`src/rtl/muldiv_pkg.sv`:
```
// Shared definitions for the EX-stage M-extension multiply/divide unit.
// Contents: FSM state type, the M-extension funct7 value, the funct3 codes
// handled by the unit, the iteration counter width, and a decode helper
// that says whether a {funct7, funct3} pair is one this unit executes.
package muldiv_pkg;

  typedef enum logic [1:0] {
    ST_IDLE = 2'd0,
    ST_MUL  = 2'd1,
    ST_DIV  = 2'd2,
    ST_DONE = 2'd3
  } state_t;

  localparam logic [6:0] M_FUNCT7 = 7'b0000001;

  localparam logic [2:0] F3_MUL = 3'b000;
  localparam logic [2:0] F3_DIV = 3'b100;
  localparam logic [2:0] F3_REM = 3'b110;

  localparam int CNT_W = 5;

  // Only MUL, DIV and REM are executed here; every other encoding (MULH*,
  // DIVU, REMU, non-M funct7) leaves the unit idle.
  function automatic logic is_supported(input logic [9:0] funct);
    logic ok;
    ok = 1'b0;
    if (funct[9:3] == M_FUNCT7) begin
      case (funct[2:0])
        F3_MUL, F3_DIV, F3_REM: ok = 1'b1;
        default:                ok = 1'b0;
      endcase
    end
    return ok;
  endfunction

endpackage

```
`src/rtl/div_step.sv`:
```
// One restoring-division step, purely combinational.
// Ports:
//   rem_i     - partial remainder so far (always < divisor_i)
//   divisor_i - unsigned divisor magnitude
//   bit_i     - next dividend bit, shifted into the remainder LSB
//   rem_o     - new partial remainder
//   q_o       - quotient bit produced by this step
module div_step (
  input  logic [31:0] rem_i,
  input  logic [31:0] divisor_i,
  input  logic        bit_i,
  output logic [31:0] rem_o,
  output logic        q_o
);

  logic [32:0] shifted;
  logic [33:0] diff;

  always_comb begin
    shifted = {rem_i, bit_i};
    // Two guard bits so the borrow out of the trial subtraction is clean
    // even when the shifted remainder needs 33 bits.
    diff    = {1'b0, shifted} - {2'b00, divisor_i};
    q_o     = ~diff[33];
    // rem_i < divisor_i guarantees the kept value fits in 32 bits.
    rem_o   = q_o ? diff[31:0] : shifted[31:0];
  end

endmodule

```
`src/rtl/ex_muldiv.sv`:
```
// Iterative RV32M MUL / DIV / REM unit sitting in the EX stage.
// MUL is shift-add (low word only), DIV/REM is restoring division on
// operand magnitudes with sign fix-up at the end; both take 32 iterations.
// Divide-by-zero and the signed overflow case finish immediately.
//
// Handshake: the pipeline holds the instruction in ID/EX while busy_o is
// high. busy_o rises combinationally in the start cycle and stays high for
// the 32 iteration cycles; the following cycle done_o is high for exactly
// one cycle (longer only while mem_stall_i holds the pipeline) and EX/MEM
// captures result_o/rd_o on every clock edge where done_o is high and
// mem_stall_i is low. start_i is ignored while done_o is high.
//
// Ports:
//   clk_i, rst_i     - clock, synchronous active-low reset
//   start_i          - EX-stage instruction is an M-extension op
//   funct_i          - {funct7, funct3}
//   op_a_i, op_b_i   - rs1 / rs2 after forwarding
//   rd_i             - destination register
//   mem_stall_i      - data-memory stall, holds DONE
//   busy_o           - pipeline stall request
//   done_o           - result_o / rd_o valid
//   result_o, rd_o   - result and its destination register
//   dbg_state_o      - current FSM state, for observation only
module ex_muldiv
  import muldiv_pkg::*;
(
  input  logic        clk_i,
  input  logic        rst_i,
  input  logic        start_i,
  input  logic [9:0]  funct_i,
  input  logic [31:0] op_a_i,
  input  logic [31:0] op_b_i,
  input  logic [4:0]  rd_i,
  input  logic        mem_stall_i,
  output logic        busy_o,
  output logic        done_o,
  output logic [31:0] result_o,
  output logic [4:0]  rd_o,
  output state_t      dbg_state_o
);

  state_t             state_q, state_n;
  logic [CNT_W-1:0]   cnt_q;
  // MUL: opa_q = shifting multiplicand, opb_q = shifting multiplier,
  //      acc_q = running product.
  // DIV: opa_q = dividend shifting out at the top / quotient shifting in
  //      at the bottom, opb_q = divisor magnitude, acc_q = remainder.
  logic [31:0]        opa_q, opb_q, acc_q;
  logic               is_rem_q, neg_q_q, neg_r_q;
  logic [31:0]        result_q;
  logic [4:0]         rd_q;

  logic        sup_start;
  logic [2:0]  f3;
  logic        is_div_op;
  logic        a_neg, b_neg;
  logic [31:0] abs_a, abs_b;
  logic        div_zero, div_ovf;
  logic        last_iter;
  logic [31:0] mul_next;
  logic [31:0] step_rem;
  logic        step_q;
  logic [31:0] quo_next;
  logic [31:0] div_result;

  always_comb begin
    sup_start = start_i && is_supported(funct_i);
    f3        = funct_i[2:0];
    is_div_op = (f3 != F3_MUL);
    a_neg     = op_a_i[31];
    b_neg     = op_b_i[31];
    // 32'h80000000 maps onto itself, which is the correct unsigned magnitude.
    abs_a     = a_neg ? (32'd0 - op_a_i) : op_a_i;
    abs_b     = b_neg ? (32'd0 - op_b_i) : op_b_i;
    div_zero  = (op_b_i == 32'd0);
    div_ovf   = (op_a_i == 32'h8000_0000) && (op_b_i == 32'hFFFF_FFFF);
    last_iter = (cnt_q == '1);
    mul_next  = acc_q + (opb_q[0] ? opa_q : 32'd0);
  end

  div_step u_div_step (
    .rem_i     (acc_q),
    .divisor_i (opb_q),
    .bit_i     (opa_q[31]),
    .rem_o     (step_rem),
    .q_o       (step_q)
  );

  always_comb begin
    quo_next = {opa_q[30:0], step_q};
    if (is_rem_q) begin
      div_result = neg_r_q ? (32'd0 - step_rem) : step_rem;
    end else begin
      div_result = neg_q_q ? (32'd0 - quo_next) : quo_next;
    end
  end

  // Next-state and stall request.
  always_comb begin
    state_n = state_q;
    busy_o  = 1'b0;
    case (state_q)
      ST_IDLE: begin
        if (sup_start) begin
          busy_o = 1'b1;
          if (is_div_op && (div_zero || div_ovf)) state_n = ST_DONE;
          else if (is_div_op)                     state_n = ST_DIV;
          else                                    state_n = ST_MUL;
        end
      end
      ST_MUL: begin
        busy_o = 1'b1;
        if (last_iter) state_n = ST_DONE;
      end
      ST_DIV: begin
        busy_o = 1'b1;
        if (last_iter) state_n = ST_DONE;
      end
      ST_DONE: begin
        if (!mem_stall_i) state_n = ST_IDLE;
      end
      default: state_n = ST_IDLE;
    endcase
  end

  always_ff @(posedge clk_i) begin
    if (!rst_i) begin
      state_q  <= ST_IDLE;
      cnt_q    <= '0;
      opa_q    <= '0;
      opb_q    <= '0;
      acc_q    <= '0;
      is_rem_q <= 1'b0;
      neg_q_q  <= 1'b0;
      neg_r_q  <= 1'b0;
      result_q <= '0;
      rd_q     <= '0;
    end else begin
      state_q <= state_n;
      case (state_q)
        ST_IDLE: begin
          if (sup_start) begin
            rd_q     <= rd_i;
            cnt_q    <= '0;
            acc_q    <= '0;
            is_rem_q <= (f3 == F3_REM);
            neg_q_q  <= a_neg ^ b_neg;
            neg_r_q  <= a_neg;
            if (!is_div_op) begin
              opa_q <= op_a_i;
              opb_q <= op_b_i;
            end else begin
              opa_q <= abs_a;
              opb_q <= abs_b;
              // Early-exit cases produce their architectural result now.
              if (div_zero) begin
                result_q <= (f3 == F3_REM) ? op_a_i : 32'hFFFF_FFFF;
              end else if (div_ovf) begin
                result_q <= (f3 == F3_REM) ? 32'd0 : 32'h8000_0000;
              end
            end
          end
        end
        ST_MUL: begin
          acc_q <= mul_next;
          opa_q <= {opa_q[30:0], 1'b0};
          opb_q <= {1'b0, opb_q[31:1]};
          cnt_q <= cnt_q + 1'b1;
          if (last_iter) result_q <= mul_next;
        end
        ST_DIV: begin
          acc_q <= step_rem;
          opa_q <= quo_next;
          cnt_q <= cnt_q + 1'b1;
          if (last_iter) result_q <= div_result;
        end
        default: ;
      endcase
    end
  end

  assign done_o      = (state_q == ST_DONE);
  assign result_o    = result_q;
  assign rd_o        = rd_q;
  assign dbg_state_o = state_q;

endmodule

```
`config.mk`:
```
export PLATFORM = sky130hd
export DESIGN_NAME = ex_muldiv
export DESIGN_NICKNAME = d
export VERILOG_FILES = /design/src/rtl/muldiv_pkg.sv /design/src/rtl/div_step.sv /design/src/rtl/ex_muldiv.sv
export SDC_FILE = /design/constraint.sdc
export NUM_CORES = 1
export LEC_CHECK = 0
export CAP_MARGIN = 20
export CORE_MARGIN = 2
export CORE_UTILIZATION = 60
export CTS_CLUSTER_SIZE = 25
export DETAILED_ROUTE_END_ITERATION = 8
export GPL_ROUTABILITY_DRIVEN = 0
export HOLD_SLACK_MARGIN = 0.05
export PLACE_DENSITY = 0.78
export SLEW_MARGIN = 20
export SYNTH_ARGS = -nofsm -noshare
export SYNTH_HDL_FRONTEND = slang
export SYNTH_SLANG_ARGS = --single-unit
```
`constraint.sdc`:
```
create_clock -name clk_i -period 6.53 [get_ports clk_i]
set_clock_uncertainty 0.2 [all_clocks]
set_input_delay 1.306 -clock clk_i [delete_from_list [all_inputs] [get_ports clk_i]]
set_output_delay 1.306 -clock clk_i [all_outputs]
set_load 0.01 [all_outputs]
```
==> metrics.md <==
| Metric | Value |
|---|---|
| Post-route setup TNS | `0 ns` |
| Filler-free cell count of the finished design | `2389` |
| Ant diodes | `0` |
| Type of the worst setup path | `flip-flop to flip-flop` |
| Post-synthesis average cell area | `7.17 µm²` |
| Buffers on Ports | `123` |
| Clk pwr share | `45.6%` |
| Origin of the critical flop-to-flop path | `acc_q[9]` |
| Number of gates resized after CTS | `0` |
| Setup repair after global routing missed its margin | `no` |
| Upper clock frequency limit | `173 MHz` |
| Share of synthesized registers carrying an async set or reset | `0%` |
| First-pass detailed-route iteration total | `6` |
| Buffer levels on the longest clock path | `2` |
| Die height | `160 µm` |
| Outcome | `complete, no violations` |
| Site row count | `56` |
| Share of power burned in combinational logic | `17.3%` |
| Maximum number of pins on one net before global-route repair | `91` |
| Number of cells produced by synthesis | `2024` |
| Standby leakage power | `6.48 nW` |
| Syn nets | `2185` |
| Number of slew-limit violations in the final report | `0` |
| Req. time, crit path | `6.61 ns` |
| Total Die Area | `25400 µm²` |
| Vias in the first global route | `14949` |
| Most common cell after layout, fill and taps aside | `nor2_1` |
| Die boundary width | `160 µm` |
| Ys flop type | `dfxtp_1` |
| Cell type contributing the most total cell area after synthesis | `dfxtp_1` |
| P per Cell Area | `143 nW/µm²` |
| Post-detailed-route DRC marker count | `0` |
| Number of buffers added to fix hold violations after cts | `0` |
| Total number of clock tree sinks | `143` |
| Overflow left after global routing | `0` |
| Area after DPL | `15800 µm²` |
| Clock slew at reported path FFs | `0.07 ns` |
| Distinct cell type count after synthesis | `90` |
| Clock tree from TritonCTS | `yes` |
| Peak supply drop | `0.134 mV` |
| Clock latency of the later-clocked register in the worst-skew pair | `0.45 ns` |
| Relative slew margins | `27.0%` |
| Setup violators final | `0` |
| Time the final worst path needs with I/O delays and setup | `5.77 ns` |
| Number of nets at the end of the flow | `2218` |
| Proportion of netlist area held by the largest area contributor | `19.7%` |
| Number of placed I/O pins | `124` |
| Total placed cells including tap cells | `2356` |
| Psw | `721 µW` |
| Total number of vias | `16284` |
| Share of post-route cells with drive strength above 1 | `5.80%` |
| Number of warnings reported in the yosys synthesis log | `0` |
| Arrival time of data at the critical path endpoint | `5.84 ns` |
| Max Cap Viol | `0` |
| Critical Path Sink Type | `flip-flop` |
| Share of total power consumed by net switching | `30.5%` |
| Post-synthesis to final-layout area growth | `13.5%` |
| Total Wirelength | `50400 µm` |
| CP Max Fanout | `21` |
| Leading cell types by total area after synthesis | `dfxtp_1, a21oi_1, nor2_1` |
| Post-synth EDFFs | `0` |
| Clock tree root buffer cell | `clkbuf_16` |
| H-tree levels | `4` |
| Post-synthesis register bit count | `143` |
| Placeable core region | `23600 µm²` |
| Crit share post-route | `88.3%` |
| Cell-internal power | `1.64 mW` |
| R2R Path End | `result_o[26]` |
| Post-DR wirelength/cell | `21.1 µm` |
| Share of the yosys chip area belonging to registers | `19.7%` |
| Final design instance area without fill | `16500 µm²` |
| Antenna violations before repair | `0` |
| Worst reg2reg setup slack | `0.76 ns` |
| Transition time at the pin with the least slew margin | `1.09 ns` |
| Tot GR Track Use | `38.3%` |
| Most frequent cells in the layout | `nor2_1, a21oi_1, o21ai_0` |
| HP Class | `flip-flop to flip-flop` |
| Flop pwr share | `37.2%` |
| Min-Delay Endpoint | `opb_q[11]` |
| Mean number of vias per cell | `6.82` |
| Starting DRC count in detailed routing | `2127` |
| Effective utilization at floorplan | `61.5%` |
| CTS Buf Count | `17` |
| Post-synthesis instance area | `14500 µm²` |
| Number of endpoints with negative hold slack in the final report | `0` |
| Depth of the worst hold-timing path | `2` |
| R2r worst-path depth | `17` |
| Global-route wire length before repair | `79600 µm` |
| Setup Fix Bufs, Post-CTS | `0` |
| DRT antenna net count | `0` |
| Placed wire-length estimate after detailed placement | `37600 µm` |
| Launching element type of the critical path | `flip-flop` |
| Hold Startpoint | `opb_q[11]` |
stage by stage:
stage / utilization (%) / power (mW) / hold WS [ns] / worst slack (ns)
final: 69.8 / 2.36 / 0.295 / 0.764
after global placement: 67.0 / 1.29 / 0.267 / 0.850
after global routing: 69.8 / 2.42 / 0.322 / 0.502
after floorplan: - / 1.14 / 0.257 / 1.92
after CTS: 69.7 / 2.35 / 0.290 / 0.988
after detailed placement: 67.1 / 1.29 / 0.275 / 0.580
final cells by class:
cell class                 count  area, µm²
multi-input combinational   1677      10900
sequential                   143       2860
fill                        2017       7140
clock inverter                14        195
clock buffer                  18        429
tap                          319        399
inverter                      73        277
timing repair buffer         145       1400
logic make-up (layout without fill, tap and decap cells):
family                     after synthesis  after routing  synth area share, %
DFF                                    143            143                 19.7
adders and majority gates               78             78                 6.83
xor gates and xnor gates               150            150                 9.05
and+or+nand+nor                        683            683                 22.7
muxes                                   47             47                 3.48
AOI/OAI and AO/OA                      719            719                 32.7
buffers and inverters                  204            250                 5.45
how the worst max path moves through the flow:
| stage | from | to | slack [ns] | cells past startpoint |
|---|---|---|---|---|
| 2_1_floorplan | funct_i[5] | busy_o | 1.92 | 7 |
| 3_3_place_gp | op_b_i[0] | result_o[26] | 0.85 | 14 |
| 3_5_place_dp | op_b_i[0] | result_o[17] | 0.58 | 14 |
| 4_1_cts | acc_q[9] | result_o[24] | 0.99 | 17 |
| 5_1_grt | acc_q[9] | result_o[26] | 0.50 | 17 |
| 6_report | acc_q[9] | result_o[26] | 0.76 | 17 |
metal layers:
layer / part of all wire [%] / GRT usage [%] / wire length [µm]
met2: 43 / 59.7 / 21800
met3: 12 / 6.23 / 6110
met1: 41 / 52.7 / 20600
met5: 0 / 0 / 0
met4: 3.6 / 15.9 / 1840
cells in the mapped netlist, types with 16 or more instances:
cell type  instances
nor2_1           254
a21oi_1          210
o21ai_0          156
nand2_1          145
dfxtp_1          143
clkbuf_1         110
xnor2_1           81
ha_1              76
inv_1             70
xor2_1            69
nand3_1           47
and2_1            45
a211oi_1          42
nor3_1            35
a221o_1           30
o211ai_1          29
o31ai_1           29
a21o_1            27
mux2i_1           25
nand4_1           25
or3_1             25
a31oi_1           20
mux2_2            20
a22oi_1           19
o21a_1            17
nand2b_1          16
worst max-delay path, stage by stage (launching register included):
cell     delay, ns
dfxtp_1       0.53
ha_1          0.43
a21oi_1       0.42
o21ai_0       0.26
a21o_1        0.25
nand2_1       0.08
and3_1        0.63
a21oi_4       0.33
inv_2         0.23
nor2_1        0.07
a21oi_1       0.21
ha_1          0.31
nand2_1       0.15
o32a_1        0.40
nor4_2        0.41
mux2_2        0.39
a32oi_1       0.20
nor3_1        0.09
registers in the layout, indices dropped and copies added (netlist names):
signal / cells
is_rem_q: 1
rd_o: 5
dbg_state_o: 2
neg_q_q: 1
result_o: 32
acc_q: 32
neg_r_q: 1
opb_q: 32
opa_q: 32
cnt_q: 5
power by group through the flow:
stage	logic [mW]	registers [mW]	clock network [mW]
after floorplan	0.241	0.897	0
after global placement	0.388	0.898	0
after detailed placement	0.393	0.898	0
after CTS	0.396	0.878	1.07
after global routing	0.431	0.879	1.11
final	0.408	0.878	1.08
Note: power is estimated with default switching activity, not from simulation.
